<file path="config.mk">
export PLATFORM = sky130hd
export DESIGN_NAME = tlb_op_unit_flat
export DESIGN_NICKNAME = d
export VERILOG_FILES = /design/src/rtl/tlb_op_if.sv /design/src/rtl/tlb_op_unit.sv /design/src/flat_wrapper.sv
export SDC_FILE = /design/constraint.sdc
export NUM_CORES = 1
export LEC_CHECK = 0
export ABC_AREA = 1
export ABC_CLOCK_PERIOD_IN_PS = 1830
export BUFFER_PORTS_ARGS = -buffer_cell sky130_fd_sc_hd__buf_4
export CORE_MARGIN = 2
export CORE_UTILIZATION = 46
export CTS_CLUSTER_SIZE = 30
export DETAILED_ROUTE_END_ITERATION = 12
export PLACE_DENSITY = 0.88
export SYNTH_ARGS = -nofsm -noshare
export SYNTH_HDL_FRONTEND = slang
export SYNTH_SLANG_ARGS = --single-unit
</file>
<file path="constraint.sdc">
create_clock -name clk -period 1.83 [get_ports clk]
set_clock_uncertainty 0.2 [all_clocks]
set_input_delay 0.366 -clock clk [delete_from_list [all_inputs] [get_ports clk]]
set_output_delay 0.366 -clock clk [all_outputs]
set_load 0.005 [all_outputs]
</file>
<file path="src/rtl/tlb_op_if.sv">
// ============================================================================
//  Module      : tlb_op_if
//  Description : Bundle of the WB-side op request, the CP0 MTC0/MFC0 access
//                and the TLB search/read/write ports seen by tlb_op_unit.
//                master = the TLB op unit, slave = its surroundings.
//  Revision    : 1.0 - initial release
// ============================================================================
`default_nettype none

interface tlb_op_if #(
  parameter int TLBNUM = 16
);
  localparam int IW = $clog2(TLBNUM);

  // WB op request
  logic          op_valid;
  logic [1:0]    op_code;
  logic          op_ready;
  logic          op_done;

  // CP0 access
  logic          cp0_we;
  logic [7:0]    cp0_waddr;
  logic [31:0]   cp0_wdata;
  logic [7:0]    cp0_raddr;
  logic [31:0]   cp0_rdata;

  // TLB search port 1
  logic [18:0]   s1_vpn2;
  logic          s1_odd_page;
  logic [7:0]    s1_asid;
  logic          s1_found;
  logic [IW-1:0] s1_index;

  // TLB read port
  logic [IW-1:0] r_index;
  logic [18:0]   r_vpn2;
  logic [7:0]    r_asid;
  logic          r_g;
  logic [19:0]   r_pfn0;
  logic [2:0]    r_c0;
  logic          r_d0;
  logic          r_v0;
  logic [19:0]   r_pfn1;
  logic [2:0]    r_c1;
  logic          r_d1;
  logic          r_v1;

  // TLB write port
  logic          we;
  logic [IW-1:0] w_index;
  logic [18:0]   w_vpn2;
  logic [7:0]    w_asid;
  logic          w_g;
  logic [19:0]   w_pfn0;
  logic [2:0]    w_c0;
  logic          w_d0;
  logic          w_v0;
  logic [19:0]   w_pfn1;
  logic [2:0]    w_c1;
  logic          w_d1;
  logic          w_v1;

  modport master (
    input  op_valid, op_code, cp0_we, cp0_waddr, cp0_wdata, cp0_raddr,
           s1_found, s1_index,
           r_vpn2, r_asid, r_g, r_pfn0, r_c0, r_d0, r_v0, r_pfn1, r_c1, r_d1, r_v1,
    output op_ready, op_done, cp0_rdata,
           s1_vpn2, s1_odd_page, s1_asid, r_index,
           we, w_index, w_vpn2, w_asid, w_g, w_pfn0, w_c0, w_d0, w_v0,
           w_pfn1, w_c1, w_d1, w_v1
  );

  modport slave (
    output op_valid, op_code, cp0_we, cp0_waddr, cp0_wdata, cp0_raddr,
           s1_found, s1_index,
           r_vpn2, r_asid, r_g, r_pfn0, r_c0, r_d0, r_v0, r_pfn1, r_c1, r_d1, r_v1,
    input  op_ready, op_done, cp0_rdata,
           s1_vpn2, s1_odd_page, s1_asid, r_index,
           we, w_index, w_vpn2, w_asid, w_g, w_pfn0, w_c0, w_d0, w_v0,
           w_pfn1, w_c1, w_d1, w_v1
  );
endinterface

`default_nettype wire

</file>
<file path="src/rtl/tlb_op_unit.sv">
// ============================================================================
//  Module      : tlb_op_unit
//  Description : CP0 sequencer owning Index, EntryHi, EntryLo0 and EntryLo1.
//                Runs TLBP / TLBR / TLBWI against the TLB ports and captures
//                the results into those registers. IDLE -> EXEC -> DONE.
//  Revision    : 1.0 - initial release
// ============================================================================
`default_nettype none

module tlb_op_unit #(
  parameter int TLBNUM = 16
) (
  input  wire logic clk,
  input  wire logic reset,
  tlb_op_if.master  bus
);

  localparam int IW = $clog2(TLBNUM);

  localparam logic [7:0] c_ADDR_INDEX = 8'h00;
  localparam logic [7:0] c_ADDR_LO0   = 8'h10;
  localparam logic [7:0] c_ADDR_LO1   = 8'h18;
  localparam logic [7:0] c_ADDR_HI    = 8'h50;

  localparam logic [1:0] c_OP_TLBP  = 2'b01;
  localparam logic [1:0] c_OP_TLBR  = 2'b10;
  localparam logic [1:0] c_OP_TLBWI = 2'b11;

  typedef enum logic [1:0] {
    S_IDLE = 2'd0,
    S_EXEC = 2'd1,
    S_DONE = 2'd2
  } state_t;

  state_t        r_state;
  logic [1:0]    r_op;
  logic          r_we;
  logic          r_done;

  // CP0 register fields
  logic          r_idx_p;
  logic [IW-1:0] r_idx;
  logic [18:0]   r_hi_vpn2;
  logic [7:0]    r_hi_asid;
  logic [19:0]   r_lo0_pfn;
  logic [2:0]    r_lo0_c;
  logic          r_lo0_d;
  logic          r_lo0_v;
  logic          r_lo0_g;
  logic [19:0]   r_lo1_pfn;
  logic [2:0]    r_lo1_c;
  logic          r_lo1_d;
  logic          r_lo1_v;
  logic          r_lo1_g;

  logic [31:0]   w_index_reg;
  logic [31:0]   w_hi_reg;
  logic [31:0]   w_lo0_reg;
  logic [31:0]   w_lo1_reg;
  logic          w_exec;
  logic          w_unused;

  assign w_exec = (r_state == S_EXEC);

  // Sequencer: accept in IDLE, one EXEC cycle, one DONE cycle; we/op_done are registered
  always_ff @(posedge clk) begin
    if (reset) begin
      r_state <= S_IDLE;
      r_op    <= 2'b00;
      r_we    <= 1'b0;
      r_done  <= 1'b0;
    end else begin
      r_we   <= 1'b0;
      r_done <= 1'b0;
      case (r_state)
        S_IDLE: begin
          if (bus.op_valid) begin
            r_state <= S_EXEC;
            r_op    <= bus.op_code;
            r_we    <= (bus.op_code == c_OP_TLBWI);
          end
        end
        S_EXEC: begin
          r_state <= S_DONE;
          r_done  <= 1'b1;
        end
        S_DONE:  r_state <= S_IDLE;
        default: r_state <= S_IDLE;
      endcase
    end
  end

  // CP0 registers: MTC0 first, then the EXEC result so it wins on the same register
  always_ff @(posedge clk) begin
    if (reset) begin
      r_idx_p   <= 1'b0;
      r_idx     <= '0;
      r_hi_vpn2 <= '0;
      r_hi_asid <= '0;
      r_lo0_pfn <= '0;
      r_lo0_c   <= '0;
      r_lo0_d   <= 1'b0;
      r_lo0_v   <= 1'b0;
      r_lo0_g   <= 1'b0;
      r_lo1_pfn <= '0;
      r_lo1_c   <= '0;
      r_lo1_d   <= 1'b0;
      r_lo1_v   <= 1'b0;
      r_lo1_g   <= 1'b0;
    end else begin
      if (bus.cp0_we) begin
        case (bus.cp0_waddr)
          c_ADDR_INDEX: r_idx <= bus.cp0_wdata[IW-1:0];
          c_ADDR_HI: begin
            r_hi_vpn2 <= bus.cp0_wdata[31:13];
            r_hi_asid <= bus.cp0_wdata[7:0];
          end
          c_ADDR_LO0: begin
            r_lo0_pfn <= bus.cp0_wdata[25:6];
            r_lo0_c   <= bus.cp0_wdata[5:3];
            r_lo0_d   <= bus.cp0_wdata[2];
            r_lo0_v   <= bus.cp0_wdata[1];
            r_lo0_g   <= bus.cp0_wdata[0];
          end
          c_ADDR_LO1: begin
            r_lo1_pfn <= bus.cp0_wdata[25:6];
            r_lo1_c   <= bus.cp0_wdata[5:3];
            r_lo1_d   <= bus.cp0_wdata[2];
            r_lo1_v   <= bus.cp0_wdata[1];
            r_lo1_g   <= bus.cp0_wdata[0];
          end
          default: ;
        endcase
      end
      if (w_exec) begin
        case (r_op)
          c_OP_TLBP: begin
            if (bus.s1_found) begin
              r_idx_p <= 1'b0;
              r_idx   <= bus.s1_index;
            end else begin
              // A miss keeps the old idx, overriding any same-cycle MTC0 Index
              r_idx_p <= 1'b1;
              r_idx   <= r_idx;
            end
          end
          c_OP_TLBR: begin
            r_hi_vpn2 <= bus.r_vpn2;
            r_hi_asid <= bus.r_asid;
            r_lo0_pfn <= bus.r_pfn0;
            r_lo0_c   <= bus.r_c0;
            r_lo0_d   <= bus.r_d0;
            r_lo0_v   <= bus.r_v0;
            r_lo0_g   <= bus.r_g;
            r_lo1_pfn <= bus.r_pfn1;
            r_lo1_c   <= bus.r_c1;
            r_lo1_d   <= bus.r_d1;
            r_lo1_v   <= bus.r_v1;
            r_lo1_g   <= bus.r_g;
          end
          default: ;
        endcase
      end
    end
  end

  assign w_index_reg = {r_idx_p, {(31-IW){1'b0}}, r_idx};
  assign w_hi_reg    = {r_hi_vpn2, 5'b0, r_hi_asid};
  assign w_lo0_reg   = {6'b0, r_lo0_pfn, r_lo0_c, r_lo0_d, r_lo0_v, r_lo0_g};
  assign w_lo1_reg   = {6'b0, r_lo1_pfn, r_lo1_c, r_lo1_d, r_lo1_v, r_lo1_g};

  // MFC0 read mux; unmapped addresses read zero
  always_comb begin
    bus.cp0_rdata = 32'h0;
    case (bus.cp0_raddr)
      c_ADDR_INDEX: bus.cp0_rdata = w_index_reg;
      c_ADDR_HI:    bus.cp0_rdata = w_hi_reg;
      c_ADDR_LO0:   bus.cp0_rdata = w_lo0_reg;
      c_ADDR_LO1:   bus.cp0_rdata = w_lo1_reg;
      default:      bus.cp0_rdata = 32'h0;
    endcase
  end

  // Handshake; the pulses are killed during the reset cycle itself
  assign bus.op_ready = (r_state == S_IDLE);
  assign bus.op_done  = r_done & ~reset;
  assign bus.we       = r_we & ~reset;

  // Search key, read index and write data track the registers continuously
  assign bus.s1_vpn2     = r_hi_vpn2;
  assign bus.s1_asid     = r_hi_asid;
  assign bus.s1_odd_page = 1'b0;
  assign bus.r_index     = r_idx;
  assign bus.w_index     = r_idx;
  assign bus.w_vpn2      = r_hi_vpn2;
  assign bus.w_asid      = r_hi_asid;
  assign bus.w_g         = r_lo0_g & r_lo1_g;
  assign bus.w_pfn0      = r_lo0_pfn;
  assign bus.w_c0        = r_lo0_c;
  assign bus.w_d0        = r_lo0_d;
  assign bus.w_v0        = r_lo0_v;
  assign bus.w_pfn1      = r_lo1_pfn;
  assign bus.w_c1        = r_lo1_c;
  assign bus.w_d1        = r_lo1_d;
  assign bus.w_v1        = r_lo1_v;

  // EntryHi bits 12:8 are not stored
  assign w_unused = ^bus.cp0_wdata[12:8];

endmodule

`default_nettype wire

</file>
<file path="src/flat_wrapper.sv">
// flat-port wrapper written by rule: the top's interface ports become plain ports
module tlb_op_unit_flat 
#(
  parameter int TLBNUM = 16
)
  (clk, reset, bus_op_valid, bus_op_code, bus_cp0_we, bus_cp0_waddr, bus_cp0_wdata, bus_cp0_raddr, bus_s1_found, bus_s1_index, bus_r_vpn2, bus_r_asid, bus_r_g, bus_r_pfn0, bus_r_c0, bus_r_d0, bus_r_v0, bus_r_pfn1, bus_r_c1, bus_r_d1, bus_r_v1, bus_op_ready, bus_op_done, bus_cp0_rdata, bus_s1_vpn2, bus_s1_odd_page, bus_s1_asid, bus_r_index, bus_we, bus_w_index, bus_w_vpn2, bus_w_asid, bus_w_g, bus_w_pfn0, bus_w_c0, bus_w_d0, bus_w_v0, bus_w_pfn1, bus_w_c1, bus_w_d1, bus_w_v1);
  tlb_op_if #(.TLBNUM(TLBNUM)) bus_i ();
  input  wire logic clk;
  input  wire logic reset;
  input wire logic [$bits(bus_i.op_valid)-1:0] bus_op_valid;
  input wire logic [$bits(bus_i.op_code)-1:0] bus_op_code;
  input wire logic [$bits(bus_i.cp0_we)-1:0] bus_cp0_we;
  input wire logic [$bits(bus_i.cp0_waddr)-1:0] bus_cp0_waddr;
  input wire logic [$bits(bus_i.cp0_wdata)-1:0] bus_cp0_wdata;
  input wire logic [$bits(bus_i.cp0_raddr)-1:0] bus_cp0_raddr;
  input wire logic [$bits(bus_i.s1_found)-1:0] bus_s1_found;
  input wire logic [$bits(bus_i.s1_index)-1:0] bus_s1_index;
  input wire logic [$bits(bus_i.r_vpn2)-1:0] bus_r_vpn2;
  input wire logic [$bits(bus_i.r_asid)-1:0] bus_r_asid;
  input wire logic [$bits(bus_i.r_g)-1:0] bus_r_g;
  input wire logic [$bits(bus_i.r_pfn0)-1:0] bus_r_pfn0;
  input wire logic [$bits(bus_i.r_c0)-1:0] bus_r_c0;
  input wire logic [$bits(bus_i.r_d0)-1:0] bus_r_d0;
  input wire logic [$bits(bus_i.r_v0)-1:0] bus_r_v0;
  input wire logic [$bits(bus_i.r_pfn1)-1:0] bus_r_pfn1;
  input wire logic [$bits(bus_i.r_c1)-1:0] bus_r_c1;
  input wire logic [$bits(bus_i.r_d1)-1:0] bus_r_d1;
  input wire logic [$bits(bus_i.r_v1)-1:0] bus_r_v1;
  output wire logic [$bits(bus_i.op_ready)-1:0] bus_op_ready;
  output wire logic [$bits(bus_i.op_done)-1:0] bus_op_done;
  output wire logic [$bits(bus_i.cp0_rdata)-1:0] bus_cp0_rdata;
  output wire logic [$bits(bus_i.s1_vpn2)-1:0] bus_s1_vpn2;
  output wire logic [$bits(bus_i.s1_odd_page)-1:0] bus_s1_odd_page;
  output wire logic [$bits(bus_i.s1_asid)-1:0] bus_s1_asid;
  output wire logic [$bits(bus_i.r_index)-1:0] bus_r_index;
  output wire logic [$bits(bus_i.we)-1:0] bus_we;
  output wire logic [$bits(bus_i.w_index)-1:0] bus_w_index;
  output wire logic [$bits(bus_i.w_vpn2)-1:0] bus_w_vpn2;
  output wire logic [$bits(bus_i.w_asid)-1:0] bus_w_asid;
  output wire logic [$bits(bus_i.w_g)-1:0] bus_w_g;
  output wire logic [$bits(bus_i.w_pfn0)-1:0] bus_w_pfn0;
  output wire logic [$bits(bus_i.w_c0)-1:0] bus_w_c0;
  output wire logic [$bits(bus_i.w_d0)-1:0] bus_w_d0;
  output wire logic [$bits(bus_i.w_v0)-1:0] bus_w_v0;
  output wire logic [$bits(bus_i.w_pfn1)-1:0] bus_w_pfn1;
  output wire logic [$bits(bus_i.w_c1)-1:0] bus_w_c1;
  output wire logic [$bits(bus_i.w_d1)-1:0] bus_w_d1;
  output wire logic [$bits(bus_i.w_v1)-1:0] bus_w_v1;
  assign bus_i.op_valid = bus_op_valid;
  assign bus_i.op_code = bus_op_code;
  assign bus_i.cp0_we = bus_cp0_we;
  assign bus_i.cp0_waddr = bus_cp0_waddr;
  assign bus_i.cp0_wdata = bus_cp0_wdata;
  assign bus_i.cp0_raddr = bus_cp0_raddr;
  assign bus_i.s1_found = bus_s1_found;
  assign bus_i.s1_index = bus_s1_index;
  assign bus_i.r_vpn2 = bus_r_vpn2;
  assign bus_i.r_asid = bus_r_asid;
  assign bus_i.r_g = bus_r_g;
  assign bus_i.r_pfn0 = bus_r_pfn0;
  assign bus_i.r_c0 = bus_r_c0;
  assign bus_i.r_d0 = bus_r_d0;
  assign bus_i.r_v0 = bus_r_v0;
  assign bus_i.r_pfn1 = bus_r_pfn1;
  assign bus_i.r_c1 = bus_r_c1;
  assign bus_i.r_d1 = bus_r_d1;
  assign bus_i.r_v1 = bus_r_v1;
  assign bus_op_ready = bus_i.op_ready;
  assign bus_op_done = bus_i.op_done;
  assign bus_cp0_rdata = bus_i.cp0_rdata;
  assign bus_s1_vpn2 = bus_i.s1_vpn2;
  assign bus_s1_odd_page = bus_i.s1_odd_page;
  assign bus_s1_asid = bus_i.s1_asid;
  assign bus_r_index = bus_i.r_index;
  assign bus_we = bus_i.we;
  assign bus_w_index = bus_i.w_index;
  assign bus_w_vpn2 = bus_i.w_vpn2;
  assign bus_w_asid = bus_i.w_asid;
  assign bus_w_g = bus_i.w_g;
  assign bus_w_pfn0 = bus_i.w_pfn0;
  assign bus_w_c0 = bus_i.w_c0;
  assign bus_w_d0 = bus_i.w_d0;
  assign bus_w_v0 = bus_i.w_v0;
  assign bus_w_pfn1 = bus_i.w_pfn1;
  assign bus_w_c1 = bus_i.w_c1;
  assign bus_w_d1 = bus_i.w_d1;
  assign bus_w_v1 = bus_i.w_v1;
  tlb_op_unit #(.TLBNUM(TLBNUM)) u_core (.clk(clk), .reset(reset), .bus(bus_i));
endmodule
</file>
==> qor.txt, run 1 <==
status -> finished, violations left
failing checks -> negative setup slack
Hold Crit Class -> primary input to flip-flop
RR Endpoint -> u_core.bus.s1_vpn2[3]
Max Slew Vio Count -> 0
Row Count -> 39
most common cell after layout, fill and taps aside -> buf_4
Cells after Synth -> 803
first-pass GRT wire length -> 30.2 mm
Worst-path clk slew -> 0.07 ns
final hold violations -> 0
Slowest cell on crit path -> and2_4
diode count -> 0
Endpoint, Worst Hold -> u_core.r_done
Post-DP Area -> 7490 um2
Required @ worst endpoint -> 1.26 ns
First DRT Iteration DRCs -> 590
Pleak -> 4.35 nW
hpwl dp -> 14.1 mm
Final ANT Viol Nets -> 0
Final period util -> 113%
mean area per synthesized cell -> 6.62 um2
most frequent cells in the layout -> 303 x buf_4, 153 x nand3_1, 126 x nand2_1
H-tree Lvls -> 3
worst setup margin -> -0.233 ns
Reg-to-Reg Start -> u_core.r_op[1]
Post-Syn Nets -> 940
layout cells sized above 1 -> 40.1%
DRT Wirelength -> 20.1 mm
HP Start -> reset
via count -> 6428
Final #Nets -> 1192
Wirelength per Cell -> 16.7 um
Synth top area share -> 33.9%
Chip Height -> 112 um
max-cap violations -> 0
maximum clock path buffer count -> 2
cells along the critical path -> buf_6 -> nor2_4 -> nand2_2 -> nor2_4 -> and2_4 -> buf_8 -> nand2_2 -> nand4_1 -> buf_4
area leader, netlist -> dfxtp_1
synth top area cells -> dfxtp_1 34%, nand3_1 15%, nand2_1 11%, inv_1 7.2%, buf_4 5.5%
pwr/cell area -> 565 nW/um2
# setup viols final -> 32
minimum clock period -> 2.06 ns
vias in the first global route -> 5935
CTS buffer count -> 9
setup slack at placement -> -0.265 ns
RSZ-0062 raised after global routing -> true
boundary pin count -> 286
max incr delay on CP -> 0.25 ns
largest net degree at the start of global routing -> 46
initial core utilization -> 46.8%
peak supply drop -> 402 uV
synthesized area -> 5320 um2
Crit path depth -> 9
Seq/Total Area, Yosys -> 33.9%
detailed-route DRC error count -> 0
gr usage total -> 29.8%
Finished Core Util -> 71.4%
Worst Path Arrival -> 1.50 ns
area growth from synthesis to layout -> 52.6%
initial antenna violation count -> 0
fin area -> 8120 um2
Setup crit start -> bus_cp0_raddr[2]
Buffers on Ports -> 284
Crit. End Element -> output port
root buf cell -> clkbuf_16
Clock Latency Late Sink -> 0.33 ns
CTS tree -> done
Synth Register Bits -> 90
chip width -> 112 um
WS Path Type -> primary input to output port
Yosys warnings -> 0
filler instances -> 918
GRT Residual Overflow -> 0
crit path max fanout -> 6
Die ar. -> 12400 um2
Worst path top cell family by delay -> simple AND/OR/NAND/NOR gates
Vias/cell -> 5.34
Core ar. -> 11400 um2
fmax -> 0.485 GHz
TritonRoute pass-1 iters -> 5
flop2flop setup slack -> 0.14 ns
gpl congestion -> 0.908
CTS Sinks -> 90
FF-to-FF path depth -> 7
hold path cells -> 2
Hold-fix buffers, CTS -> 0
CP bufs+invs -> 3
Yosys cell types -> 32
crit path launch type -> primary input
layer usage:
layer	GRT usage (%)	share of wire, %	wire [um]	up-vias
met4	12.0	3.0	592	0
li1	-	-	-	3064
met3	5.01	9.0	1810	48
met1	36.2	38	7560	2961
met5	0	0	0	-
met2	52.6	50	10100	355
logic make-up (layout without fill, tap and decap cells):
| logic type | after synthesis | in the layout | share of synthesized area [%] |
|---|---|---|---|
| buffers and inverters | 187 | 444 | 17.2 |
| AND/OR/NAND/NOR | 404 | 404 | 36.2 |
| flip-flops | 90 | 90 | 33.9 |
| other | 1 | 1 | 0.0705 |
| AO/OA/AOI/OAI | 121 | 121 | 12.6 |
worst max-delay path by stage:
stage                         to
3_3_place_gp   bus_cp0_rdata[13]
6_report        bus_cp0_rdata[1]
3_5_place_dp   bus_cp0_rdata[25]
5_1_grt         bus_cp0_rdata[7]
4_1_cts        bus_cp0_rdata[20]
2_1_floorplan  bus_cp0_rdata[13]
through the flow:
stage	hold slack, ns	total power, mW	std cells	setup TNS, ns
floorplan	0.245	2.39	803	0
global placement	0.262	2.79	1180	-5.60
detailed placement	0.271	2.81	1180	-6.92
CTS	0.0618	4.56	1199	-4.58
global route	0.0693	4.75	1203	-6.92
finish	0.0742	4.59	1203	-5.21
report_power, final:
group / switching [mW] / leakage [nW] / internal [mW]
sequential: 0.0671 / 0.729 / 2.02
combinational: 0.318 / 3.48 / 0.401
clock: 0.786 / 0.145 / 0.989
timing repair:
item	in CTS	in global routing
setup buffers	1	2
pin swaps	5	21
setup endpoints to repair	32	33
resized for setup	31	46
cloned	2	2
layout make-up:
type,count,area (um2),share of cell area [%]
Clock buffer,11,253,3.11
Clock inverter,5,28.8,0.355
Inverter,102,385,4.75
Multi-Input combinational cell,526,2780,34.3
Sequential cell,90,1800,22.2
Tap cell,143,179,2.20
Timing Repair Buffer,326,2690,33.1
registers in the layout, indices dropped and copies added (netlist names), 2 cells and up:
register,cells
u_core.bus.r_index,4
u_core.bus.s1_asid,8
u_core.bus.s1_vpn2,19
u_core.bus.w_c0,3
u_core.bus.w_c1,3
u_core.bus.w_pfn0,20
u_core.bus.w_pfn1,20
u_core.r_op,2
u_core.r_state,2
synthesized netlist by cell type:
| master | n |
|---|---|
| conb_1 | 1 |
| or2_0 | 4 |
| o21ai_1 | 9 |
| inv_1 | 102 |
| nor2_2 | 2 |
| and3_1 | 1 |
| nand4_1 | 6 |
| buf_2 | 19 |
| buf_4 | 39 |
| nor2_1 | 25 |
| nor2_8 | 1 |
| nand2_1 | 152 |
| a31oi_1 | 2 |
| nand3_1 | 156 |
| nor2_4 | 1 |
| and2_1 | 1 |
| o211ai_1 | 17 |
| o21bai_1 | 1 |
| buf_1 | 2 |
| a21oi_1 | 34 |
| o21ai_0 | 53 |
| nand2_2 | 4 |
| nor3_1 | 3 |
| or2_2 | 29 |
| dfxtp_1 | 90 |
| clkbuf_1 | 19 |
| nand2_4 | 1 |
| nand3_2 | 1 |
| a22o_1 | 5 |
| nor3_4 | 1 |
| buf_6 | 6 |
| or2_1 | 16 |
Note: power is estimated with default switching activity, not from simulation.
==> inputs of run 2 (changes only) <==
RECOVER_POWER = 50   (was not set)
SLEW_MARGIN = 10   (was not set)
==> run 2 against run 1 <==
Net effect:
- the run still ends with negative setup slack left
- sequential power hardly changed
- largest power group unchanged
- critical path type unchanged
- maximum frequency is 0.65% higher
- non-clock buffer count unchanged
- routed wire length down 0.49%
- worst setup slack gained 0.013 ns
- die area stayed put
- via count down 0.33%
==> qor.txt, run 2 (synthesis results as in run 1) <==
Chip Height -> 112 um
Worst path top cell family by delay -> simple AND/OR/NAND/NOR gates
Slowest cell on crit path -> and2_4
CTS tree -> done
setup tns final -> -5.14 ns
filler instances -> 923
vias in the first global route -> 5935
max-cap violations -> 0
gpl congestion -> 0.908
setup slack at placement -> -0.265 ns
WS Path Type -> primary input to output port
TritonRoute pass-1 iters -> 5
CTS buffer count -> 9
area occupied by multi-input gates -> 2770 um2
Clock Latency Late Sink -> 0.33 ns
overall power -> 4.57 mW
maximum clock path buffer count -> 2
Row Count -> 39
hpwl dp -> 14.1 mm
Clock power frac -> 38.7%
Wirelength per Cell -> 16.6 um
status -> finished, violations left
root buf cell -> clkbuf_16
sequential power share -> 45.8%
RSZ-0062 raised after global routing -> true
Hold Crit Class -> primary input to flip-flop
CP bufs+invs -> 3
pwr/cell area -> 564 nW/um2
Pleak -> 4.29 nW
fmax -> 0.488 GHz
chip width -> 112 um
via count -> 6407
DRT Wirelength -> 20.0 mm
Die ar. -> 12400 um2
GRT Residual Overflow -> 0
Buffers on Ports -> 284
max incr delay on CP -> 0.25 ns
initial core utilization -> 46.8%
final hold violations -> 0
CTS Sinks -> 90
gr usage total -> 29.8%
cell-internal power -> 3.41 mW
first-pass GRT wire length -> 30.2 mm
layout cells sized above 1 -> 39.7%
boundary pin count -> 286
failing checks -> negative setup slack
Vias/cell -> 5.33
Worst-path clk slew -> 0.06 ns
Storage cell area -> 1800 um2
most common cell after layout, fill and taps aside -> buf_4
minimum clock period -> 2.05 ns
H-tree Lvls -> 3
Final period util -> 112%
Max Slew Vio Count -> 0
Core ar. -> 11400 um2
most frequent cells in the layout -> 218 x buf_4, 153 x nand3_1, 126 x nand2_1
# setup viols final -> 35
Crit. End Element -> output port
peak supply drop -> 403 uV
First DRT Iteration DRCs -> 565
area growth from synthesis to layout -> 52.3%
Worst Path Arrival -> 1.48 ns
Logic pwr share -> 15.6%
crit path max fanout -> 6
diode count -> 0
detailed-route DRC error count -> 0
Switching Fraction -> 25.4%
P_sw -> 1.16 mW
Required @ worst endpoint -> 1.26 ns
Final ANT Viol Nets -> 0
initial antenna violation count -> 0
worst setup margin -> -0.219 ns
Final #Nets -> 1192
crit path launch type -> primary input
largest net degree at the start of global routing -> 46
cells along the critical path -> buf_6 -> nor2_4 -> nand2_2 -> nor2_4 -> and2_4 -> buf_8 -> nand2_2 -> o211ai_1 -> buf_4
[run 2: cell types whose count changed in the layout (fill, tap and decap cells not counted)]
cell	before	now
buf_4	303	218
clkbuf_4	0	82
clkbuf_1	0	3
nor2_1	20	21
nor2_4	6	5
[run 2: area by class of cell]
cell class,count,share of cell area (%)
clock inverters,5,0.355
flip-flops and latches,90,22.3
clock buffers,11,3.12
multi-input cells,526,34.2
well taps,143,2.21
inverters,102,4.76
repair buffers,326,33.1
[run 2: layer usage]
metal,vias up,GRT usage [%],wire length (um)
li1,3067,-,-
met1,2936,36.2,7500
met2,350,52.6,10000
met3,54,5.01,1810
met4,0,12.0,635
met5,-,0,0
[run 2: stage by stage]
step / hold WS (ns) / util (%) / cell area [um2] / cells
floorplan: 0.245 / - / 5320 / 803
CTS: 0.0618 / 69.4 / 7900 / 1199
global route: 0.0693 / 71.2 / 8100 / 1203
detailed placement: 0.271 / 65.9 / 7490 / 1180
global placement: 0.262 / 65.9 / 7490 / 1180
finish: 0.0722 / 71.2 / 8100 / 1203
[run 2: what timing repair did]
| action | CTS | global route |
|---|---|---|
| pin swaps | 5 | 21 |
| endpoints found under the setup margin | 32 | 33 |
| hold buffers | 0 | 0 |
| setup buffers | 1 | 2 |
| cloned | 2 | 2 |
| gates resized for setup | 31 | 46 |
[run 2: path summary, 6_finish.rpt]
check	slack, ns	endpoint	depth (start not counted)	start
hold / removal	0.07	u_core.r_done	2	reset
setup / recovery	-0.22	bus_cp0_rdata[13]	9	bus_cp0_raddr[2]
hold reg to reg	0.29	u_core.r_idx_p	2	u_core.r_idx_p
setup reg to reg	-0.01	u_core.bus.s1_vpn2[3]	7	u_core.r_state[0]
[run 2: worst reg2reg max path, stage by stage, from the launching register on]
cell     delay (ns)
dfxtp_1        0.33
inv_1          0.04
nor2_1         0.28
nand2_4        0.21
buf_12         0.23
buf_4          0.20
o21ai_0        0.17
a21oi_1        0.07
[run 2: power groups by stage]
stage	Clock (mW)	Sequential [mW]	Combinational, mW
after floorplan	0	2.12	0.270
after global placement	0	2.13	0.666
after detailed placement	0	2.13	0.681
after CTS	1.78	2.09	0.695
after global routing	1.88	2.09	0.773
final	1.77	2.09	0.710
